File: src/rtl/mem_resp_collect_pkg.sv
// Shared pipes package: collector state type and beat-count helper.
package mem_resp_collect_pkg;

  typedef enum logic [1:0] {
    StIdle,
    StCollect,
    StDone
  } collect_state_e;

  // Requested beat count forced into [1, max_beats]; zero means one beat.
  function automatic int unsigned clamp_beats(input int unsigned req,
                                               input int unsigned max_beats);
    if (req == 0) begin
      return 1;
    end else if (req > max_beats) begin
      return max_beats;
    end else begin
      return req;
    end
  endfunction

endpackage

File: src/rtl/mem_resp_collect.sv
// Memory response collector: assembles up to NBEATS response beats into one line
// while the pipeline is stalled, then holds the result with finish until the
// stall drops.
// Optional feature macro: MEM_RESP_ERR_EN (sticky error on any captured bad beat).
module mem_resp_collect
  import mem_resp_collect_pkg::*;
#(
  parameter int unsigned BEAT_W = 64,
  parameter int unsigned NBEATS = 4
) (
  input  logic                         clk,
  input  logic                         reset,
  input  logic                         handshake_stall,
  input  logic [$clog2(NBEATS+1)-1:0]  req_beats,
  input  logic                         data_ok,
  input  logic [BEAT_W-1:0]            read_data,
  input  logic                         resp_err,
  output logic                         finish,
  output logic [BEAT_W*NBEATS-1:0]     store_data,
  output logic [$clog2(NBEATS+1)-1:0]  beats_done,
  output logic                         err
);

  localparam int unsigned CntW  = $clog2(NBEATS + 1);
  localparam int unsigned LineW = BEAT_W * NBEATS;

  collect_state_e   state_q, state_d;
  logic [CntW-1:0]  target_q, target_d;
  logic [CntW-1:0]  cnt_q, cnt_d;
  logic [LineW-1:0] line_q, line_d;
  logic             err_q, err_d;
  logic             capture;

`ifndef MEM_RESP_ERR_EN
  logic unused_resp_err;
  assign unused_resp_err = resp_err;
`endif

  // Next-state: stall low abandons everything; otherwise collect beats until target.
  always_comb begin
    state_d  = state_q;
    target_d = target_q;
    cnt_d    = cnt_q;
    line_d   = line_q;
    err_d    = err_q;
    capture  = 1'b0;

    if (!handshake_stall) begin
      state_d = StIdle;
      cnt_d   = '0;
      line_d  = '0;
      err_d   = 1'b0;
    end else begin
      unique case (state_q)
        StIdle: begin
          target_d = CntW'(clamp_beats(32'(req_beats), NBEATS));
          state_d  = StCollect;
          cnt_d    = '0;
          line_d   = '0;
          err_d    = 1'b0;
          capture  = data_ok;
        end
        StCollect: capture = data_ok;
        StDone:    capture = 1'b0;
        default:   state_d = StIdle;
      endcase

      if (capture) begin
        for (int k = 0; k < int'(NBEATS); k++) begin
          if (CntW'(k) == cnt_d) begin
            line_d[k*BEAT_W +: BEAT_W] = read_data;
          end
        end
`ifdef MEM_RESP_ERR_EN
        if (resp_err) begin
          err_d = 1'b1;
        end
`endif
        cnt_d = cnt_d + CntW'(1);
        if (cnt_d == target_d) begin
          state_d = StDone;
        end
      end
    end
  end

  // State register with synchronous active-high reset.
  always_ff @(posedge clk) begin
    if (reset) begin
      state_q  <= StIdle;
      target_q <= CntW'(1);
      cnt_q    <= '0;
      line_q   <= '0;
      err_q    <= 1'b0;
    end else begin
      state_q  <= state_d;
      target_q <= target_d;
      cnt_q    <= cnt_d;
      line_q   <= line_d;
      err_q    <= err_d;
    end
  end

  assign finish     = (state_q == StDone);
  assign store_data = line_q;
  assign beats_done = cnt_q;
  assign err        = err_q;

endmodule

File: config.mk
export PLATFORM = sky130hd
export DESIGN_NAME = mem_resp_collect
export DESIGN_NICKNAME = d
export VERILOG_FILES = /design/src/rtl/mem_resp_collect_pkg.sv /design/src/rtl/mem_resp_collect.sv
export SDC_FILE = /design/constraint.sdc
export NUM_CORES = 1
export LEC_CHECK = 0
export ABC_AREA = 1
export BUFFER_PORTS_ARGS = -buffer_cell sky130_fd_sc_hd__buf_2
export CAP_MARGIN = 20
export CELL_PAD_IN_SITES_DETAIL_PLACEMENT = 0
export CELL_PAD_IN_SITES_GLOBAL_PLACEMENT = 2
export CORE_AREA = 2 2 139 243
export DETAILED_ROUTE_END_ITERATION = 12
export DIE_AREA = 0 0 141 245
export GPL_TIMING_DRIVEN = 1
export PLACE_DENSITY = 0.93
export SETUP_SLACK_MARGIN = 0.3
export SYNTH_ARGS = -nofsm -noshare
export SYNTH_HDL_FRONTEND = slang
export SYNTH_SLANG_ARGS = --single-unit
File: constraint.sdc
create_clock -name clk -period 3.7 [get_ports clk]
set_input_delay 0.555 -clock clk [delete_from_list [all_inputs] [get_ports clk]]
set_output_delay 0.555 -clock clk [all_outputs]
set_load 0.03 [all_outputs]
==> results summary <==
The final critical-path required period is 2.547 ns. The worst register-to-register path begins at state_q[1]. The accumulated negative setup slack came out at 0 ns. STA classifies the critical path startpoint as a flip-flop. The total power per unit cell area is 491.9 nW/um^2. sky130_fd_sc_hd__nor2_1 is the most common cell in the netlist. The number of synthesized flops with an enable pin is 0. The data arrival at the endpoint of the critical path is 3.03 ns. Entering global routing, the biggest net connects 150 pins. The fraction of the mapped netlist area in compound gates came out at 27.12%. The transition at the pin with the smallest max-transition slack came out at 1.002 ns. The biggest area contributor in the post-synthesis netlist is sky130_fd_sc_hd__dfxtp_1. The number of nets in the synthesized netlist is 1,291. The share of flip-flops with an asynchronous set or reset is 0%. The most used flip-flop cell after synthesis is sky130_fd_sc_hd__dfxtp_1.

The flop-to-flop setup slack is 1.15 ns. The count of routing violations after the opening detailed-route iteration came out at 343. Of all nets on the critical path, the largest fanout is 83.

The number of buffers added by the clock tree synthesis step is 26. The clock drives 264 sinks. The core region area came out at 32,700 sq um. The initial antenna violation count is 1. The fmax is 392.7 MHz. The clock latency on the worst-skew pair is 0.55 ns. Pin placement for this block handled 333 I/O pins. The HPWL reported at the end of detailed placement came out at 22,780 um. The fraction of final layout cells sized beyond drive strength 1 is 26.32%. The overall overflow remaining after global route came out at 0. The multi-input gate area in the final layout is 3835 sq um. The number of H-tree levels is 1.

By count the netlist is led by 267 x sky130_fd_sc_hd__nor2_1, 264 x sky130_fd_sc_hd__dfxtp_1, 262 x sky130_fd_sc_hd__a21oi_1. The die area came out at 34,550 sq um. The number of cells produced by synthesis is 1,218. The relative area change from synthesis to final layout is 26.92%.

The number of cell instances on the worst register-to-register path came out at 8. The leakage power of the design came out at 5.243 nW. The detailed-route DRC error count came out at 0. The worst hold slack across all endpoints came out at 0.2521 ns. The worst hold path terminates at state_q[0]. The simple-gate share of the synthesized area is 11.85%.

Ranked by total cell area, the synthesized netlist is headed by sky130_fd_sc_hd__dfxtp_1 54%, sky130_fd_sc_hd__a21oi_1 14%, sky130_fd_sc_hd__o21ai_0 12%. The per-cell routed wire length is 18.77 um. The vertical extent of the die came out at 245 um. The area share of the leading cell type in the synthesized netlist is 54.48%. The final number of hold-violating endpoints came out at 0. The fraction of the cycle the final worst path needs came out at 68.83%. The number of instances resized during post-cts repair is 0. In the synthesized netlist, mux cells make up 0% of the area. The count of hold-fix buffers inserted at cts is 0. The critical path in this run is classified as reg2reg. The width of the die is 141 um. The highest ir drop seen on vdd came out at 314.7 uV. Setup repair after global routing left no endpoint under its margin. The data required time of the critical path came out at 4.18 ns. The count of yosys warnings during synthesis came out at 0.

The worst slew slack as a fraction of its limit is 33.22%. For the final database, setup skew stands at 0.01581 ns. The synthesized-area fraction occupied by adder cells came out at 0.1290%. In the global route stage, overall resource usage came out at 19.75%. The number of maximum-capacitance constraint violations came out at 0. After synthesis, the largest family of logic cells by area is compound AO/OA/AOI/OAI gates. The post-layout instance area is 12,310 sq um. After clock tree synthesis, the clock-pin slew on the worst setup and hold paths is 0.06 ns. The number of I/O port buffers is 330.

The number of nets with antenna violations after routing came out at 0. The register area share after synthesis is 54.48%. The synthesized area divided by synthesized cell count came out at 7.965 sq um. The maximum buffer depth of the clock tree came out at 3. The wire length reported by the detailed router is 35,640 um.

The number of max-slew violations in the final report is 0. The cell area after technology mapping is 9702 sq um. The floorplan has 88 rows. The worst register-to-register path ends at store_data[250]. The run finished with clean final reports. Clock tree synthesis selected as its root buffer the cell sky130_fd_sc_hd__clkbuf_16.

The total of endpoints with negative setup slack in the final report came out at 0. The number of distinct library cells after synthesis is 23. Summing the areas of all xor and xnor instances in the mapped netlist gives 0% of the synthesized area.

The sequential cells in the finished layout cover a total of 5285 sq um. Once placement finished, the instance area stood at 11,500 sq um. The weighted congestion at the end of routability-driven global placement is 0.7951.

The number of vias per cell after detailed routing came out at 4.926. After filler insertion, the fill cell instance count of the layout stands at 3,480. The iteration count of the initial detailed-routing pass is 5. The endpoint type of the worst setup path is a flip-flop.

The startpoint identified for the worst hold timing path is data_ok. In this run the worst hold path is classified as in2reg. Detailed routing inserted a total of 9,355 vias.

The first-pass GRT wire length is 53,500 um. The share of the core filled with cells came out at 37.65%. TritonCTS built the clock tree. The worst hold path was traced through 2 stages. The effective utilization at floorplan came out at 29.67%. The flop and latch count out of synthesis came out at 264. The number of buffers inserted by post-CTS setup repair is 0. The number of nets in the layout is 1,553. The number of global-route vias before repair came out at 8,755.
==> kinds of logic after synthesis <==
kind of cell    after synthesis
compound gates              525
simple gates                297
flops                       264
buf+inv                     130
fa+ha+maj                     1
other cells                   1
==> flip-flops by register name, indices dropped and copies added (netlist names) <==
register    count
beats_done      3
state_q         2
store_data    256
target_q        3
==> placed cells by master (no fill, tap or decap), drive strengths merged <==
| master | n |
|---|---|
| buf | 343 |
| nor2 | 269 |
| dfxtp | 264 |
| a21oi | 262 |
| o21ai | 261 |
| clkbuf | 39 |
| inv | 21 |
| nand2 | 19 |
| nand3 | 7 |
| diode | 1 |
| nor3 | 1 |
| or2 | 1 |
| a31oi | 1 |
| o211ai | 1 |
| ha | 1 |
| conb | 1 |
| bufinv | 1 |
| clkinv | 1 |
==> how the worst max path moves through the flow <==
| stage | start | endpoint | slack, ns | cells after the start |
|---|---|---|---|---|
| 2_1_floorplan | beats_done[0] | store_data[192] | 1.90 | 10 |
| 3_3_place_gp | state_q[1] | store_data[198] | 1.16 | 8 |
| 3_5_place_dp | state_q[1] | store_data[194] | 1.11 | 8 |
| 4_1_cts | state_q[1] | store_data[223] | 1.10 | 9 |
| 5_1_grt | state_q[0] | store_data[192] | 0.87 | 8 |
| 6_report | state_q[1] | store_data[250] | 1.15 | 8 |
==> final cells by class <==
type | instances | area share [%]
Timing Repair Buffer | 343 | 14.61
Clock buffer | 39 | 6.260
Sequential cell | 264 | 42.92
Inverter | 21 | 0.6402
Antenna cell | 1 | 0.02032
Multi-Input combinational cell | 824 | 31.15
Tap cell | 405 | 4.115
Clock inverter | 2 | 0.2845
==> critical path: stages (launching register included) <==
cell and delay (ns):
sky130_fd_sc_hd__dfxtp_1 0.38, sky130_fd_sc_hd__inv_2 0.09, sky130_fd_sc_hd__nand2_8 0.36, sky130_fd_sc_hd__nand2_2 0.14, sky130_fd_sc_hd__ha_1 0.22, sky130_fd_sc_hd__nand2_2 0.34
sky130_fd_sc_hd__buf_4 0.59, sky130_fd_sc_hd__o21ai_0 0.15, sky130_fd_sc_hd__nor2_1 0.15
==> report_power, final <==
part | switching [mW] | internal (mW) | total [mW]
sequential | 0.0213 | 2.88 | 2.90
combinational | 0.405 | 0.134 | 0.539
clock | 1.12 | 1.49 | 2.61
==> metal layers <==
layer  GRT usage, %  vias up  wire length, um
met5              0        -                0
li1               -     4621                -
met3          3.512       57             2038
met1          22.37     4370            13560
met4          7.059        0             1035
met2          36.76      307            19000
==> per-stage QoR <==
step                      instances  total power [mW]  setup WS [ns]
final                          1899             6.057          1.153
after global routing           1899             6.299         0.8662
after CTS                      1898             6.151          1.101
after detailed placement       1857             3.515          1.113
after global placement         1857             3.511          1.162
after floorplan                1218             3.314          1.905
No activity file was read; power rests on OpenSTA's default activity.
